===== src/rtl/lr35902_pkg.sv =====
// lr35902_pkg -- shared definitions for the lr35902 core slice.
//   bus_state_e          : bus-cycle sequencer states (IDLE/ADDR/STROBE/RELEASE)
//   FLAG_C/H/N/Z         : bit positions of the flags in the F register
//   TCYCLES_PER_MCYCLE   : T-cycles per M-cycle for the default strobe length
//   byte_lane()          : selects the low or high byte of a 16-bit word
package lr35902_pkg;

    typedef enum logic [1:0] {
        BUS_IDLE,
        BUS_ADDR,
        BUS_STROBE,
        BUS_RELEASE
    } bus_state_e;

    localparam int unsigned FLAG_C = 4;
    localparam int unsigned FLAG_H = 5;
    localparam int unsigned FLAG_N = 6;
    localparam int unsigned FLAG_Z = 7;

    localparam int unsigned TCYCLES_PER_MCYCLE = 4;

    function automatic logic [7:0] byte_lane(input logic [15:0] w, input logic hi);
        return hi ? w[15:8] : w[7:0];
    endfunction

endpackage


===== src/rtl/lr35902_bus_strobe_timer.sv =====
// lr35902_bus_strobe_timer -- times the strobe phase of one bus byte.
//   clk, reset_n  : clock, asynchronous active-low reset
//   active        : sequencer is in the STROBE state
//   bus_wait      : slave not ready (used only with LR35902_BUS_WAIT_EN)
//   strobe_done   : last strobe clock; the sequencer leaves STROBE after it
//   timeout       : last strobe clock ended by the wait limit (MAX_WAIT)
// The strobe phase is STROBE_CYCLES hold clocks followed by one sample clock,
// so STROBE_CYCLES=1 gives a 2-clock strobe and a 4-clock byte.
// Optional macro LR35902_BUS_WAIT_EN: bus_wait in the sample clock extends
// the strobe by one clock, up to MAX_WAIT extensions before timing out.
module lr35902_bus_strobe_timer #(
    parameter int unsigned STROBE_CYCLES = 1,
    parameter int unsigned MAX_WAIT      = 15
) (
    input  logic clk,
    input  logic reset_n,
    input  logic active,
    input  logic bus_wait,
    output logic strobe_done,
    output logic timeout
);

    logic [2:0] cnt_q;
    logic       at_end;
    logic       extend;

    assign at_end = active && (cnt_q == 3'(STROBE_CYCLES));

`ifdef LR35902_BUS_WAIT_EN
    localparam int unsigned WAIT_W = (MAX_WAIT < 1) ? 1 : $clog2(MAX_WAIT + 1);

    logic [WAIT_W-1:0] wait_q;

    assign extend  = at_end && bus_wait && (wait_q != WAIT_W'(MAX_WAIT));
    assign timeout = at_end && bus_wait && (wait_q == WAIT_W'(MAX_WAIT));

    always_ff @(posedge clk or negedge reset_n) begin
        if (!reset_n) begin
            wait_q <= '0;
        end else if (!active) begin
            wait_q <= '0;
        end else if (extend) begin
            wait_q <= wait_q + WAIT_W'(1);
        end
    end
`else
    localparam int unsigned unused_max_wait = MAX_WAIT;

    logic unused_bus_wait;
    assign unused_bus_wait = bus_wait;

    assign extend  = 1'b0;
    assign timeout = 1'b0;
`endif

    assign strobe_done = at_end && !extend;

    // Counter parks at STROBE_CYCLES while the strobe is being extended.
    always_ff @(posedge clk or negedge reset_n) begin
        if (!reset_n) begin
            cnt_q <= '0;
        end else if (!active) begin
            cnt_q <= '0;
        end else if (!at_end) begin
            cnt_q <= cnt_q + 3'd1;
        end
    end

endmodule


===== src/rtl/lr35902_bus_seq.sv =====
// lr35902_bus_seq -- bus-cycle sequencer between the CPU execution FSM and
// the memory/IO bus. Runs byte or little-endian word transfers as
// IDLE -> ADDR -> STROBE -> RELEASE (-> ADDR for the second byte).
//   clk, reset_n                   : clock, asynchronous active-low reset
//   req_valid/req_ready            : request handshake (ready only in IDLE)
//   req_write, req_word            : direction, byte/word size
//   req_adr, req_wdata             : start address, write data (low byte first)
//   rsp_valid, rsp_rdata, rsp_err  : one-clock completion pulse, read data
//                                    (byte reads zero-extended), wait timeout
//   adr, dout, ddrv, read, write   : bus address, write data, data drive, strobes
//   data                           : bus read data
//   bus_wait                       : slave not ready (LR35902_BUS_WAIT_EN only)
// Optional macro LR35902_BUS_WAIT_EN enables wait-state extension/timeout;
// without it bus_wait is ignored and rsp_err stays 0.
module lr35902_bus_seq
    import lr35902_pkg::*;
#(
    parameter int unsigned ADR_W         = 16,
    parameter int unsigned STROBE_CYCLES = 1,
    parameter int unsigned MAX_WAIT      = 15
) (
    input  logic             clk,
    input  logic             reset_n,
    input  logic             req_valid,
    output logic             req_ready,
    input  logic             req_write,
    input  logic             req_word,
    input  logic [ADR_W-1:0] req_adr,
    input  logic [15:0]      req_wdata,
    output logic             rsp_valid,
    output logic [15:0]      rsp_rdata,
    output logic             rsp_err,
    output logic [ADR_W-1:0] adr,
    input  logic [7:0]       data,
    output logic [7:0]       dout,
    output logic             ddrv,
    output logic             read,
    output logic             write,
    input  logic             bus_wait
);

    bus_state_e  state_q, state_d;

    logic        write_q;
    logic        word_q;
    logic        idx_q;
    logic        err_q;
    logic [15:0] wdata_q;
    logic [7:0]  lo_q;

    logic        strobe_active;
    logic        strobe_done;
    logic        timeout;
    logic        accept;
    logic        last_byte;
    logic        cur_write;
    logic        sample;
    logic        next_byte;

    assign req_ready     = (state_q == BUS_IDLE);
    assign accept        = req_valid && req_ready;
    assign strobe_active = (state_q == BUS_STROBE);
    assign last_byte     = !word_q || idx_q;

    lr35902_bus_strobe_timer #(
        .STROBE_CYCLES (STROBE_CYCLES),
        .MAX_WAIT      (MAX_WAIT)
    ) u_timer (
        .clk         (clk),
        .reset_n     (reset_n),
        .active      (strobe_active),
        .bus_wait    (bus_wait),
        .strobe_done (strobe_done),
        .timeout     (timeout)
    );

    always_comb begin
        state_d   = state_q;
        cur_write = write_q;
        sample    = 1'b0;
        next_byte = 1'b0;
        unique case (state_q)
            BUS_IDLE: begin
                cur_write = req_write;
                if (req_valid) state_d = BUS_ADDR;
            end
            BUS_ADDR: begin
                state_d = BUS_STROBE;
            end
            BUS_STROBE: begin
                sample = strobe_done && !timeout;
                if (strobe_done) state_d = BUS_RELEASE;
            end
            BUS_RELEASE: begin
                if (last_byte || err_q) begin
                    state_d = BUS_IDLE;
                end else begin
                    state_d   = BUS_ADDR;
                    next_byte = 1'b1;
                end
            end
            default: state_d = BUS_IDLE;
        endcase
    end

    // Bus outputs are registered from the next state so each one changes on
    // the same edge as the state it belongs to.
    always_ff @(posedge clk or negedge reset_n) begin
        if (!reset_n) begin
            state_q   <= BUS_IDLE;
            write_q   <= 1'b0;
            word_q    <= 1'b0;
            idx_q     <= 1'b0;
            err_q     <= 1'b0;
            wdata_q   <= '0;
            lo_q      <= '0;
            adr       <= '0;
            dout      <= '0;
            ddrv      <= 1'b0;
            read      <= 1'b0;
            write     <= 1'b0;
            rsp_valid <= 1'b0;
            rsp_rdata <= '0;
            rsp_err   <= 1'b0;
        end else begin
            state_q   <= state_d;
            rsp_valid <= 1'b0;
            rsp_err   <= 1'b0;

            if (accept) begin
                write_q <= req_write;
                word_q  <= req_word;
                wdata_q <= req_wdata;
                idx_q   <= 1'b0;
                err_q   <= 1'b0;
                adr     <= req_adr;
                if (req_write) dout <= byte_lane(req_wdata, 1'b0);
            end

            if (next_byte) begin
                idx_q <= 1'b1;
                adr   <= adr + ADR_W'(1);
                if (write_q) dout <= byte_lane(wdata_q, 1'b1);
            end

            if (timeout) err_q <= 1'b1;

            if (sample && !write_q) begin
                if (!idx_q) lo_q <= data;
                if (last_byte) rsp_rdata <= idx_q ? {data, lo_q} : {8'h00, data};
            end

            // A timeout skips any remaining byte, so it completes the transfer.
            if (strobe_done && (last_byte || timeout)) begin
                rsp_valid <= 1'b1;
                rsp_err   <= timeout;
            end

            read  <= (state_d == BUS_STROBE) && !write_q;
            write <= (state_d == BUS_STROBE) && write_q;
            ddrv  <= (state_d != BUS_IDLE) && cur_write;
        end
    end

endmodule


===== config.mk =====
export PLATFORM = sky130hd
export DESIGN_NAME = lr35902_bus_seq
export DESIGN_NICKNAME = d
export VERILOG_FILES = /design/src/rtl/lr35902_pkg.sv /design/src/rtl/lr35902_bus_strobe_timer.sv /design/src/rtl/lr35902_bus_seq.sv
export SDC_FILE = /design/constraint.sdc
export NUM_CORES = 1
export LEC_CHECK = 0
export CAP_MARGIN = 30
export CORE_ASPECT_RATIO = 0.9
export CORE_MARGIN = 1
export CORE_UTILIZATION = 48
export CTS_CLUSTER_DIAMETER = 200
export CTS_CLUSTER_SIZE = 12
export DETAILED_ROUTE_END_ITERATION = 10
export PLACE_DENSITY_LB_ADDON = 0.25
export SYNTH_ARGS = -nofsm -noshare
export SYNTH_HDL_FRONTEND = slang
export SYNTH_SLANG_ARGS = --single-unit

===== constraint.sdc =====
create_clock -name clk -period 2.44 [get_ports clk]
set_input_delay 0.488 -clock clk [delete_from_list [all_inputs] [get_ports clk]]
set_output_delay 0.488 -clock clk [all_outputs]
set_load 0.005 [all_outputs]

* Word-level counts from Yosys, hierarchy flattened *
Cells that the tools add are included.

word-level totals
  output and inout port bits = 46
  bits of input ports = 46
  flip-flop bits (word level) = 76

operators by class
  add/subtract/negate cells = 2
  reductions and logical operators = 15
  bitwise operators = 1
  muxes and demuxes = 20
  equal/unequal tests = 6

operator list
  cell                                           number
  two-way mux 16 bit                             3
  two-way mux 8 bit                              4
  adder 16 x 1 -> 16 bit, second input constant  1
  two-way mux 1 bit                              8
  one-hot mux 2 bit (4 select lines)             1
  logical AND 1 bit                              7
  == test 2 bit, second input constant           3
  two-way mux 3 bit                              2
  two-way mux 2 bit                              2
  AND reduction 2 bit                            2
  nonzero test 2 bit                             2
  adder 3 x 1 -> 3 bit, second input constant    1
  == test 3 x 1 -> 1 bit, second input constant  1
  == test 2 x 1 -> 1 bit, second input constant  1
  zero test 1 bit                                2
  zero test 2 bit                                1
  inequality test 2 bit, second input constant   1
  logical OR 1 bit                               1
  inverter 1 bit                                 1

* Longest topological paths before layout *
Gate-level depths: netlist (run 1).

  depth in word-level cells = 6
  gate-level depth with buffers = 8
  gate-level depth less buffers = 7

* Hierarchy *
From an unflattened synthesis (run 1), not the netlist that was laid out.

unflattened totals
  cells, all modules = 288
  area total of the unflattened synthesis = 3279.4 um^2

by module, submodules not included
  module                    cells each  area each (um^2)  times used
  lr35902_bus_seq           269         3080.5            1
  lr35902_bus_strobe_timer  19          198.9             1

* Worst setup path before layout (run 1) *
No wires, ideal clock.

  kind = reg-to-reg
  start = register state_q[0]
  end = register lo_q[0]
  library setup time = 0.125 ns
  required time = 2.315 ns
  arrival time = 1.576 ns
  stages on the path, launching flop included = 7
  path slack = 0.740 ns
  path buffers = 1
  cell sequence = dfrtp_1 -> inv_1 -> ha_1 -> nor3b_4 -> nor2b_1 -> buf_2 -> mux2_2

between the ends
  cells in the longest elaborated chain, start to end = 5

RTL lines
  element                          line                                          source
  from (decl)                      lr35902_bus_seq.sv:42                         bus_state_e state_q, state_d;
  from (signal assigned)           lr35902_bus_seq.sv:126                        state_q <= state_d;
  == test 2 bit *                  lr35902_bus_seq.sv:62, lr35902_bus_seq.sv:82
  logical AND 1 bit                lr35902_bus_strobe_timer.sv:27                assign at_end = active && (cnt_q == 3'(STROBE_CYCLES));
  two-way mux 1 bit *              lr35902_bus_seq.sv:82                         unique case (state_q)
  logical AND 1 bit *              lr35902_bus_seq.sv:148                        if (sample && !write_q) begin
  AND reduction 2 bit (no line) *  --
  to (signal assigned)             lr35902_bus_seq.sv:149                        if (!idx_q) lo_q <= data;
  to (decl)                        lr35902_bus_seq.sv:49                         logic [7:0] lo_q;

Every way passes the cells marked *; elsewhere a longest branch is shown, timed or not.
A chain may end at the register's enable or synchronous reset.

* Worst setup path in the final report (run 1) *
  start = register state_q[0]
  end = output port req_ready

between the ends
  cells in the longest elaborated chain, start to end = 1

RTL lines
  element          line                   source
  zero test 2 bit  lr35902_bus_seq.sv:60  assign req_ready = (state_q == BUS_IDLE);
  to (decl)        lr35902_bus_seq.sv:25  output logic req_ready,

No other way between the ends.

==> metrics.txt, run 1 <==
Synth Instances=between 200 and 300; fraction of layout cells with a size suffix above 1=between 10% and 20%; postcts setup bufs=0; clk slew on worst S/H paths=0.07 ns; switching share of power=32.9%; Setup Crit Path Kind=reg -> out; Psw=0.00165 W; vias per cell=5.42; worst-margin pin slew=0.552 ns; Clock Skew=0.00894 ns; Post-layout nets=436; clk sinks=between 60 and 70; Routed Antenna Nets=0; register area=0.00170 mm2; gpl congestion=just over 0.7; RSZ-0062 raised after global routing=false; fin util=69.2%; CTS tree=built; Gate power share=around two fifths; final hold violations=0; Max Cap Violations=0; total wire length=around 7200 um; Setup TNS=0 ns; Hold/Removal Path Class=in -> async; Leakage=1.97 nW; clock power share=between 10% and 20%; Final min period=2.10 ns; TritonCTS Buffers=9; Post-CTS Hold Buffers=0; Ant. Diodes=0; CTS max path bufs=2; Pins Over Slew Limit=0; Site Rows=27; placed instance count=459; total grt overflow=0; internal power=around 0.0034 W; Peak VDD IR=0.000718 V; drt first pass iters=4; DIE HEIGHT=roughly 80 um; Ports=about 90; register area share after synthesis=a little over half; final setup fails=0; YS warnings=0; multi-input logic area=0.00140 mm2; fin cells=474; worst skew pair latency=0.33 ns; power per cell area=roughly 1200 mW/mm2; first-pass GRT wire length=approximately 12,000 um; fillers=~500; vias in the first global route=2,603; net count after synthesis=approximately 340; total core area=0.00628 mm2; register bit total from synthesis=68; Mean Syn Cell Area=11.0 um2; via count=roughly 2,600; Tcrit/Tclk final=86.3%; Max FO, Critical Path=4; CP required=between 1.5 and 2 ns; Main synth FF type=dfrtp_1; root buf cell=clkbuf_8; CP Launch Type=register; overall global routing resource usage=~23%; Max Fclk=0.475 GHz; status=complete, no violations; Synth cell types=52; Post-synth EDFFs=0; port bufs=89; sequential share of power=40.6%; DPL Wire Length=5140 um; DR DRC count=0; Initial Utilization=51.1%; Critical Path Sink Type=output port; DR WL/cell=around 15 um; largest net degree at the start of global routing=32; arrival time at the worst endpoint=1.62 ns; starting DRC count in detailed routing=about 130; Slew headroom=63.2%; H-tree levels=3; initial antenna violation count=0; area grow syn2layout=35.4%; die width=88.2 um; synthesized area=0.00321 mm2; # resized after CTS=0; Synth async-reset ratio=100%; total die area=0.00702 mm2
-- per-stage QoR --
step	setup WS, ns	hold WS (ns)	cell area [um2]	total power [W]
4_1_cts	0.316	0.127	4350	0.00505
3_5_place_dp	0.274	0.463	4160	0.00414
5_1_grt	0.229	0.145	4350	0.00538
2_1_floorplan	0.740	0.192	3210	0.00311
3_3_place_gp	0.303	0.458	4160	0.00405
6_report	0.335	0.118	4350	0.00502
-- Yosys cell counts (2+ instances only) --
| master | instances | area (um2) |
|---|---|---|
| a22o_1 | 8 | 70.1 |
| mux2i_1 | 10 | 100 |
| nand3_1 | 3 | 15.0 |
| dfrtp_1 | 68 | 1700 |
| o211ai_1 | 3 | 22.5 |
| a211oi_1 | 2 | 15.0 |
| and3_1 | 4 | 25.0 |
| a31oi_1 | 2 | 12.5 |
| mux2_1 | 2 | 22.5 |
| o211a_1 | 2 | 20.0 |
| nand2b_1 | 2 | 12.5 |
| nand4_1 | 3 | 18.8 |
| a21oi_1 | 19 | 95.1 |
| mux2_2 | 22 | 248 |
| buf_2 | 7 | 35.0 |
| and2_1 | 3 | 18.8 |
| and4_1 | 3 | 26.3 |
| o221a_2 | 3 | 33.8 |
| nand2_2 | 3 | 18.8 |
| nor2b_1 | 3 | 18.8 |
| buf_6 | 3 | 33.8 |
| nor2_1 | 19 | 71.3 |
| nor3_1 | 3 | 15.0 |
| o22ai_1 | 2 | 12.5 |
| a32oi_1 | 2 | 17.5 |
| nand2_1 | 48 | 180 |
| o21ai_0 | 4 | 20.0 |
| inv_1 | 6 | 22.5 |
| clkbuf_1 | 3 | 11.3 |
| ha_1 | 7 | 87.6 |
-- worst max-delay path, stage by stage, from the launching register on --
cell	delay [ns]
dfrtp_1	0.40
inv_1	0.11
ha_1	0.23
clkdlybuf4s50_1	0.53
-- logic make-up after synthesis --
logic type	share of synthesized area [%]
muxes	11.5
buffers and inverters	3.54
DFF	53.0
AOI/OAI and AO/OA	11.6
adders and majority gates	2.73
xor gates and xnor gates	0.545
other	0.117
and+or+nand+nor	17.0
-- placed cells by master, fill, tap and decap left out, types with 3 or more instances in the layout --
cell type,count
dfrtp_1,68
and3_1,4
mux2_2,22
buf_4,6
o21ai_0,4
inv_1,6
ha_1,7
nor2b_1,3
nor2_1,19
nand2_1,48
o211ai_1,3
a21oi_1,19
a22o_1,8
clkbuf_8,10
clkbuf_1,3
and4_1,3
nor3_1,3
mux2i_1,10
nand3_1,3
nand4_1,3
and2_1,3
clkdlybuf4s50_1,88
o221a_2,3
nand2_2,3
-- sequential cells by signal, indices dropped and copies added, names as in the netlist --
register and flops:
adr 16, rsp_rdata 16, dout 8, lo_q 8, wdata_q 8, u_timer.cnt_q 3, state_q 2, ddrv 1
idx_q 1, read 1, rsp_valid 1, word_q 1, write 1, write_q 1
-- per-layer routing --
| metal | share of wire (%) | vias to the layer above | track usage, % |
|---|---|---|---|
| met5 | 0 | - | 0 |
| met4 | 1.0 | 0 | 6.61 |
| met3 | 5.7 | 10 | 6.20 |
| met2 | 48 | 86 | 35.5 |
| met1 | 45 | 1265 | 30.5 |
| li1 | - | 1206 | - |
-- power groups by stage --
stage | Combinational (W) | Clock, W | Sequential (W)
floorplan | 0.00112 | 0 | 0.00199
global placement | 0.00203 | 0 | 0.00202
detailed placement | 0.00210 | 0 | 0.00204
CTS | 0.00211 | 0.000909 | 0.00203
global route | 0.00232 | 0.000961 | 0.00210
finish | 0.00209 | 0.000891 | 0.00204
-- area by class of cell --
class | count | share of cell area, %
multi-input combinational | 202 | 32.1
tap | 87 | 2.50
clock buffer | 13 | 3.42
sequential | 68 | 39.1
inverter | 7 | 0.604
clock inverter | 2 | 0.806
timing repair buffer | 95 | 21.4
-- worst paths after layout --
path,from,endpoint,slack (ns),cells past startpoint
setup / recovery,state_q[0]$_DFF_PN0_,req_ready,0.34,3
hold / removal,reset_n,adr[9]$_DFFE_PN0P_,0.12,1
setup reg to reg,state_q[0]$_DFF_PN0_,adr[8]$_DFFE_PN0P_,0.46,5
hold reg to reg,wdata_q[9]$_DFFE_PN0N_,wdata_q[9]$_DFFE_PN0N_,0.48,2
max in group asynchronous,reset_n,rsp_rdata[6]$_DFFE_PN0P_,1.54,2
min in group clk,wdata_q[9]$_DFFE_PN0N_,wdata_q[9]$_DFFE_PN0N_,0.48,2
Note: power is estimated with default switching activity, not from simulation.
==> inputs of run 2 (changes only) <==
==> constraint.sdc (replaced) <==
create_clock -name clk -period 2.44 [get_ports clk]
set_input_delay 0.488 -clock clk [delete_from_list [all_inputs] [get_ports clk]]
set_output_delay 0.488 -clock clk [all_outputs]
set_load 0.1 [all_outputs]
==> metrics.txt, run 2 (synthesized netlist as in run 1, its figures left out) <==
status=complete, no violations; DR WL/cell=15.5 um; vias in the first global route=2,618; Setup Crit Path Kind=reg -> reg; DR DRC count=0; DIE HEIGHT=79.6 um; port bufs=89; clk sinks=68; Routed Antenna Nets=0; Hold/Removal Path Class=reg -> reg; vias per cell=~5.3; gpl congestion=approximately 0.73; Site Rows=27; root buf cell=clkbuf_8; Ant. Diodes=0; Pins Over Slew Limit=0; total grt overflow=0; clk slew on worst S/H paths=0.08 ns; Final min period=slightly below 2 ns; starting DRC count in detailed routing=118; Max Cap Violations=0; Setup TNS=0 ns; CTS tree=built; Max Fclk=0.503 GHz; Initial Utilization=51.1%; TritonCTS Buffers=9; Tcrit/Tclk final=roughly four fifths; area grow syn2layout=34.6%; Post-layout nets=438; worst skew pair latency=0.35 ns; overall global routing resource usage=22.9%; CTS max path bufs=2; initial antenna violation count=0; total wire length=7400 um; arrival time at the worst endpoint=2.19 ns; fraction of layout cells with a size suffix above 1=27.2%; final setup fails=0; die width=88.2 um; Max FO, Critical Path=11; first-pass GRT wire length=12,200 um; total core area=0.00628 mm2; CP Launch Type=register; internal reg-to-reg setup slack=0.45 ns; top flop regs=adr: 16 flops, rsp_rdata: 16 flops; via count=approximately 2,600; Ports=92; drt first pass iters=4; RSZ-0062 raised after global routing=false; final hold violations=0; Critical Path Sink Type=register; DPL Wire Length=about 5200 um; total die area=roughly 0.0070 mm2; most frequent cells in the layout=dfrtp_1, buf_4, nand2_1; CP required=2.64 ns; commonest non-fill, non-tap cell in the layout=dfrtp_1; H-tree levels=3; largest net degree at the start of global routing=35; Clock Skew=0.0135 ns
==> run 2: cell count changes in the layout (fill, tap and decap cells not counted), sizes merged <==
| cell | previous run | this run |
|---|---|---|
| bufinv | 1 | 3 |
| dlygate4sd3 | 0 | 1 |
| clkdlybuf4s50 | 88 | 43 |
| clkbuf | 13 | 10 |
| clkinv | 1 | 3 |
| buf | 7 | 53 |
==> run 2: metrics by stage <==
stage	hold slack (ns)	worst slack (ns)	utilization, %	cell area (um2)	instances
6_report	0.480	0.450	68.8	4320	477
5_1_grt	0.495	0.332	68.8	4320	477
4_1_cts	0.480	0.487	68.8	4320	477
3_5_place_dp	0.316	0.294	64.8	4070	460
3_3_place_gp	0.316	0.295	64.8	4070	460
2_1_floorplan	0.192	0.140	-	3210	291
==> run 2: worst max-delay path, cell delays in order, from the launching register on <==
cell and delay (ns):
dfrtp_1 0.41, inv_1 0.12, ha_1 0.25, and2_1 0.37
nand2_1 0.33, o211ai_1 0.23, o311ai_1 0.15
==> run 2: timing repair <==
action	4_1_cts	5_1_grt
resized for setup	0	0
endpoints found under the setup margin	0	0
hold endpoints to repair	3	0
hold buffers	1	0
setup buffers	0	0
==> run 2: final timing paths <==
kind | from | cells past startpoint | end
setup / recovery | state_q[0]$_DFF_PN0_ | 6 | adr[10]$_DFFE_PN0P_
max in group asynchronous | reset_n | 3 | rsp_rdata[5]$_DFFE_PN0P_
setup reg to reg | state_q[0]$_DFF_PN0_ | 6 | adr[10]$_DFFE_PN0P_
min in group asynchronous | reset_n | 2 | adr[9]$_DFFE_PN0P_
hold reg to reg | wdata_q[14]$_DFFE_PN0N_ | 2 | wdata_q[14]$_DFFE_PN0N_
hold / removal | wdata_q[14]$_DFFE_PN0N_ | 2 | wdata_q[14]$_DFFE_PN0N_
==> run 2: area by class of cell <==
class,instances,area (um2)
Fill cell,509,1960
Sequential cell,68,1700
Multi-Input combinational cell,202,1400
Timing Repair Buffer,97,848
Clock buffer,10,128
Clock inverter,6,113
Tap cell,87,109
Inverter,7,26.3
==> run 2: per-layer routing <==
layer  global-route usage (%)  vias to the layer above  routed length, um
li1                         -                     1220                  -
met1                     29.5                     1250               3300
met2                     36.8                       77               3670
met3                     7.45                        4                395
met4                     6.61                        0                 43
met5                        0                        -                  0
Power of run 2 is left out: the tool's default activity adds up to more than one toggle a clock period on the data nets, which glitch-free logic cannot reach.
